===== src/rtl/instr_fetch.sv =====
// Instruction fetch stage: fetch PC, memory req/ready read port, valid/ack hand-off to decode.
// Optional FETCH_COUNT_EN adds a saturating 32-bit count of completed fetches.
module instr_fetch #(
    parameter int unsigned       ADDR_W     = 16,
    parameter logic [ADDR_W-1:0] RESET_PC   = '0,
    parameter int unsigned       InstrWidth = 16
) (
    input  logic                  clk,
    input  logic                  reset_n,
    output logic                  mem_req,
    output logic [ADDR_W-1:0]     mem_addr,
    input  logic                  mem_ready,
    input  logic [InstrWidth-1:0] mem_rdata,
    output logic [InstrWidth-1:0] instr,
    output logic [ADDR_W-1:0]     instr_pc,
    output logic                  instr_valid,
    input  logic                  instr_ack,
    input  logic                  halted,
    input  logic                  redirect_en,
    input  logic [ADDR_W-1:0]     redirect_pc,
    output logic                  stopped
`ifdef FETCH_COUNT_EN
    ,
    output logic [31:0]           fetch_count
`endif
);

    typedef enum logic [1:0] {StFetch, StHold, StHalt} state_e;

    state_e                  state_q, state_d;
    logic [ADDR_W-1:0]       fetch_pc_q, fetch_pc_d;
    logic [InstrWidth-1:0]   instr_q, instr_d;
    logic [ADDR_W-1:0]       instr_pc_q, instr_pc_d;
    logic                    valid_q, valid_d;
    logic                    stopped_q, stopped_d;

    always_comb begin
        state_d    = state_q;
        fetch_pc_d = fetch_pc_q;
        instr_d    = instr_q;
        instr_pc_d = instr_pc_q;
        valid_d    = valid_q;
        stopped_d  = stopped_q;
        case (state_q)
            StFetch: begin
                if (mem_ready) begin
                    instr_d    = mem_rdata;
                    instr_pc_d = fetch_pc_q;
                    fetch_pc_d = fetch_pc_q + ADDR_W'(1);
                    valid_d    = 1'b1;
                    state_d    = StHold;
                end
            end
            StHold: begin
                if (instr_ack) begin
                    valid_d = 1'b0;
                    // A halt wins over a same-cycle redirect.
                    if (halted) begin
                        state_d   = StHalt;
                        stopped_d = 1'b1;
                    end else begin
                        if (redirect_en) begin
                            fetch_pc_d = redirect_pc;
                        end
                        state_d = StFetch;
                    end
                end
            end
            StHalt: begin
                valid_d   = 1'b0;
                stopped_d = 1'b1;
            end
            default: begin
                state_d = StFetch;
                valid_d = 1'b0;
            end
        endcase
    end

    always_ff @(posedge clk or negedge reset_n) begin
        if (!reset_n) begin
            state_q    <= StFetch;
            fetch_pc_q <= RESET_PC;
            instr_q    <= '0;
            instr_pc_q <= '0;
            valid_q    <= 1'b0;
            stopped_q  <= 1'b0;
        end else begin
            state_q    <= state_d;
            fetch_pc_q <= fetch_pc_d;
            instr_q    <= instr_d;
            instr_pc_q <= instr_pc_d;
            valid_q    <= valid_d;
            stopped_q  <= stopped_d;
        end
    end

    // Gated by reset so a request in flight is dropped the moment reset asserts.
    assign mem_req     = (state_q == StFetch) && reset_n;
    assign mem_addr    = fetch_pc_q;
    assign instr       = instr_q;
    assign instr_pc    = instr_pc_q;
    assign instr_valid = valid_q;
    assign stopped     = stopped_q;

`ifdef FETCH_COUNT_EN
    logic [31:0] count_q, count_d;

    always_comb begin
        count_d = count_q;
        if ((state_q == StFetch) && mem_ready && (count_q != 32'hFFFF_FFFF)) begin
            count_d = count_q + 32'd1;
        end
    end

    always_ff @(posedge clk or negedge reset_n) begin
        if (!reset_n) begin
            count_q <= '0;
        end else begin
            count_q <= count_d;
        end
    end

    assign fetch_count = count_q;
`endif

endmodule

===== config.mk =====
export PLATFORM = sky130hd
export DESIGN_NAME = instr_fetch
export DESIGN_NICKNAME = d
export VERILOG_FILES = /design/src/rtl/instr_fetch.sv
export SDC_FILE = /design/constraint.sdc
export NUM_CORES = 1
export LEC_CHECK = 0
export ABC_AREA = 1
export CORE_MARGIN = 4
export CORE_UTILIZATION = 46
export DETAILED_ROUTE_END_ITERATION = 16
export PLACE_DENSITY = 0.82
export SLEW_MARGIN = 20
export SYNTH_ARGS = -nofsm -noshare
export SYNTH_HDL_FRONTEND = slang
export SYNTH_SLANG_ARGS = --single-unit

===== constraint.sdc =====
create_clock -name clk -period 3.4 [get_ports clk]
set_input_delay 0.85 -clock clk [delete_from_list [all_inputs] [get_ports clk]]
set_output_delay 0.85 -clock clk [all_outputs]
set_load 0.01 [all_outputs]

==> impl_results.md <==
- Fmax: 0.3911 GHz
- Commonest cells after routing, fill and taps aside: nand2_1, clkdlybuf4s50_1, dfrtp_1
- Share of post-route cells with drive strength above 1: under 10%
- Placed Area: 0.003430 mm2
- RSZ-0062 raised after global routing: no
- Min-delay src: stopped
- Setup WS post-layout: 0.8431 ns
- Hold Path Depth: 1
- Fin area: 0.003518 mm2
- Hold endpoint: stopped
- CTS H-Tree Depth: 2
- Starting Density: approximately 48%
- Max_cap viols: 0
- Worst r2r path cells: 6
- Gr ovfl total: 0
- Initial DRC Count: about 140
- R2R Setup Slk: roughly 1.4 ns
- DR vias: between 2k and 2.5k
- Cells after Synth: 293
- Final net count: 421
- Synthesized cell area: 0.002502 mm2
- Multi-input logic area: 0.001060 mm2
- Placer Congestion: 0.8831
- Final routed DRC violation total: 0
- Top cell type's share of synthesized area: 52.00%
- Hold crit path type: reg -> reg
- Final ANT Viol Nets: 0
- WP data arrival: between 1.5 and 2 ns
- Wire length per cell: approximately 13 um
- Synth warn: 0
- Synth cell types: 23
- Detailed Place HPWL: 4578 um
- Final Hold Viols: 0
- Fin cells: 453
- Outcome: complete, no violations
- CTS Buf Count: 5
- Vias in the first global route: 2142
- First-pass GRT wire length: 9825 um
- Filler Cell Count: 440
- CTS resizes: 0
- Inst Count DP: 445
- Clk sinks: 52
- First drt pass iteration count: 4
- Top post-synthesis cells by area: dfrtp_1, nand2_1, mux2_2, nor2_1, o21ai_0
- Worst Path Max Fanout: 2
- Clk Latency, worst-skew pair: 0.30 ns
- Pre-CTS WS: 0.8528 ns
- R2r startpoint: state_q[1]
- Synth area leader: dfrtp_1
- Seq/Total Area, Yosys: 52.00%
- Fin Setup TNS: 0 ns
- Leak: 1.638 nW
- Util after Layout: 67.60%
- Crit path largest cell delay: approximately 0.57 ns
- Post-Syn Area per Cell: 8.541 um2
- Final hold slack: 0.4924 ns
- Setup violators final: 0
- Peak VDD IR: 0.4316 mV
- P&R area growth vs syn: 40.60%
- Clk buf depth: 2
- Syn Nets: 332
- FF-to-FF End: stopped
- Final Cycle Share: 75.20%
- IO buf count: 88
- Hold Buf Count CTS: 0
- Largest net degree at the start of global routing: 53
- Vias per cell: 4.881
- Ports: 89
- CP endpoint kind: output port
- Ant diodes: 0
- Total Routing Usage GR: a little under a fifth
- Synth Register Bits: 52
- TritonCTS clock tree: done
- Critical path type: in -> out
- Die area: about 0.0067 mm2
- CP max-delay cell: clkdlybuf4s50_1
- Core footprint: 0.005205 mm2
- Die Y: 81.76 um
- Cell area power density: 905.7 mW/mm2
- Post-route minimum period: 2.557 ns
- Tot Pwr: 3.187 mW
- Placement row count: 26
- Post-CTS setup buffers: 0
- Buf/Inv on CP: 2
- Most common cell after layout, fill and taps aside: nand2_1
- Initial antenna violation count: 0
- Cell Chain, Critical Path: buf_2 > nor3b_1 > clkdlybuf4s50_1
- Routed wire length: 6044 um
- Register area: between 0.001 and 0.0015 mm2
- Slew @ Worst Pin: 0.8264 ns
- Clk root buf: clkbuf_8
- Final Max Tran Viols: 0
- Reg clk slew, reported paths: 0.09 ns
- Nature of the critical path startpoint: input port
- CP top delay family: buffers and inverters
- Rel. slew slack: 44.71%
- Die Wd: 81.76 um
- Post-Route Skew: 0.005151 ns
- CP required: ~2.6 ns
-- Yosys cell counts --
cell / instances
nor3_2: 1
mux2_2: 20
nand2_1: 93
nor3_1: 1
nor2_1: 37
clkbuf_1: 1
nand3_1: 18
a21oi_1: 2
buf_6: 2
o21ai_0: 21
inv_1: 23
nand4_1: 3
buf_2: 5
clkinv_1: 1
nor3b_1: 1
xor2_1: 4
ha_1: 1
dfrtp_1: 52
o211ai_1: 2
nand2_2: 1
nand3b_1: 1
or2_2: 2
nor2_4: 1
-- power by group --
group / leakage, nW / total (mW) / internal, mW / switching, mW
clock network: 0.0414 / 0.346 / 0.147 / 0.199
logic: 0.961 / 1.68 / 0.864 / 0.813
registers: 0.635 / 1.16 / 0.913 / 0.251
-- worst reg2reg max path: cells and delay by family (launching register included) --
kind,cells,cell delay (ns)
simple gates,3,0.68
flops,1,0.47
buf+inv,2,0.71
compound gates,1,0.07
-- worst max-delay path by stage --
stage                     startpoint  endpoint  slack [ns]  depth (start not counted)
after global routing         reset_n   mem_req        0.78                          3
after global placement       reset_n   mem_req        0.87                          3
after detailed placement     reset_n   mem_req        0.85                          3
after floorplan              reset_n   mem_req        1.39                          1
final                        reset_n   mem_req        0.84                          3
after CTS                    reset_n   mem_req        0.84                          3
-- layer usage --
metal	part of all wire, %	track usage, %
met3	7.2	3.947
met2	47	32.71
met4	1.1	5.482
met5	0	0
met1	45	24.63
-- final cells by class --
class                           count  share of cell area [%]
Clock inverter                      2                  0.4623
Clock buffer                        6                   2.063
Sequential cell                    52                   36.98
Tap cell                           70                   2.489
Timing Repair Buffer               90                   25.32
Inverter                           24                   2.560
Multi-Input combinational cell    209                   30.12
-- registers in the layout (all words and copies together), names as in the netlist --
name         flops
instr_pc        16
instr           16
mem_addr        16
stopped          1
state_q          2
instr_valid      1
-- logic make-up (layout without fill, tap and decap cells) --
logic type,Yosys count,after routing,synth area share [%]
buffers and inverters,32,122,5.649
multiplexers,20,20,9.000
adder cells (fa/ha/maj),1,1,0.4999
AND/OR/NAND/NOR,159,159,26.25
AO/OA/AOI/OAI,25,25,5.200
XOR/XNOR,4,4,1.400
flip-flops,52,52,52.00
No activity file was read; power rests on OpenSTA's default activity.
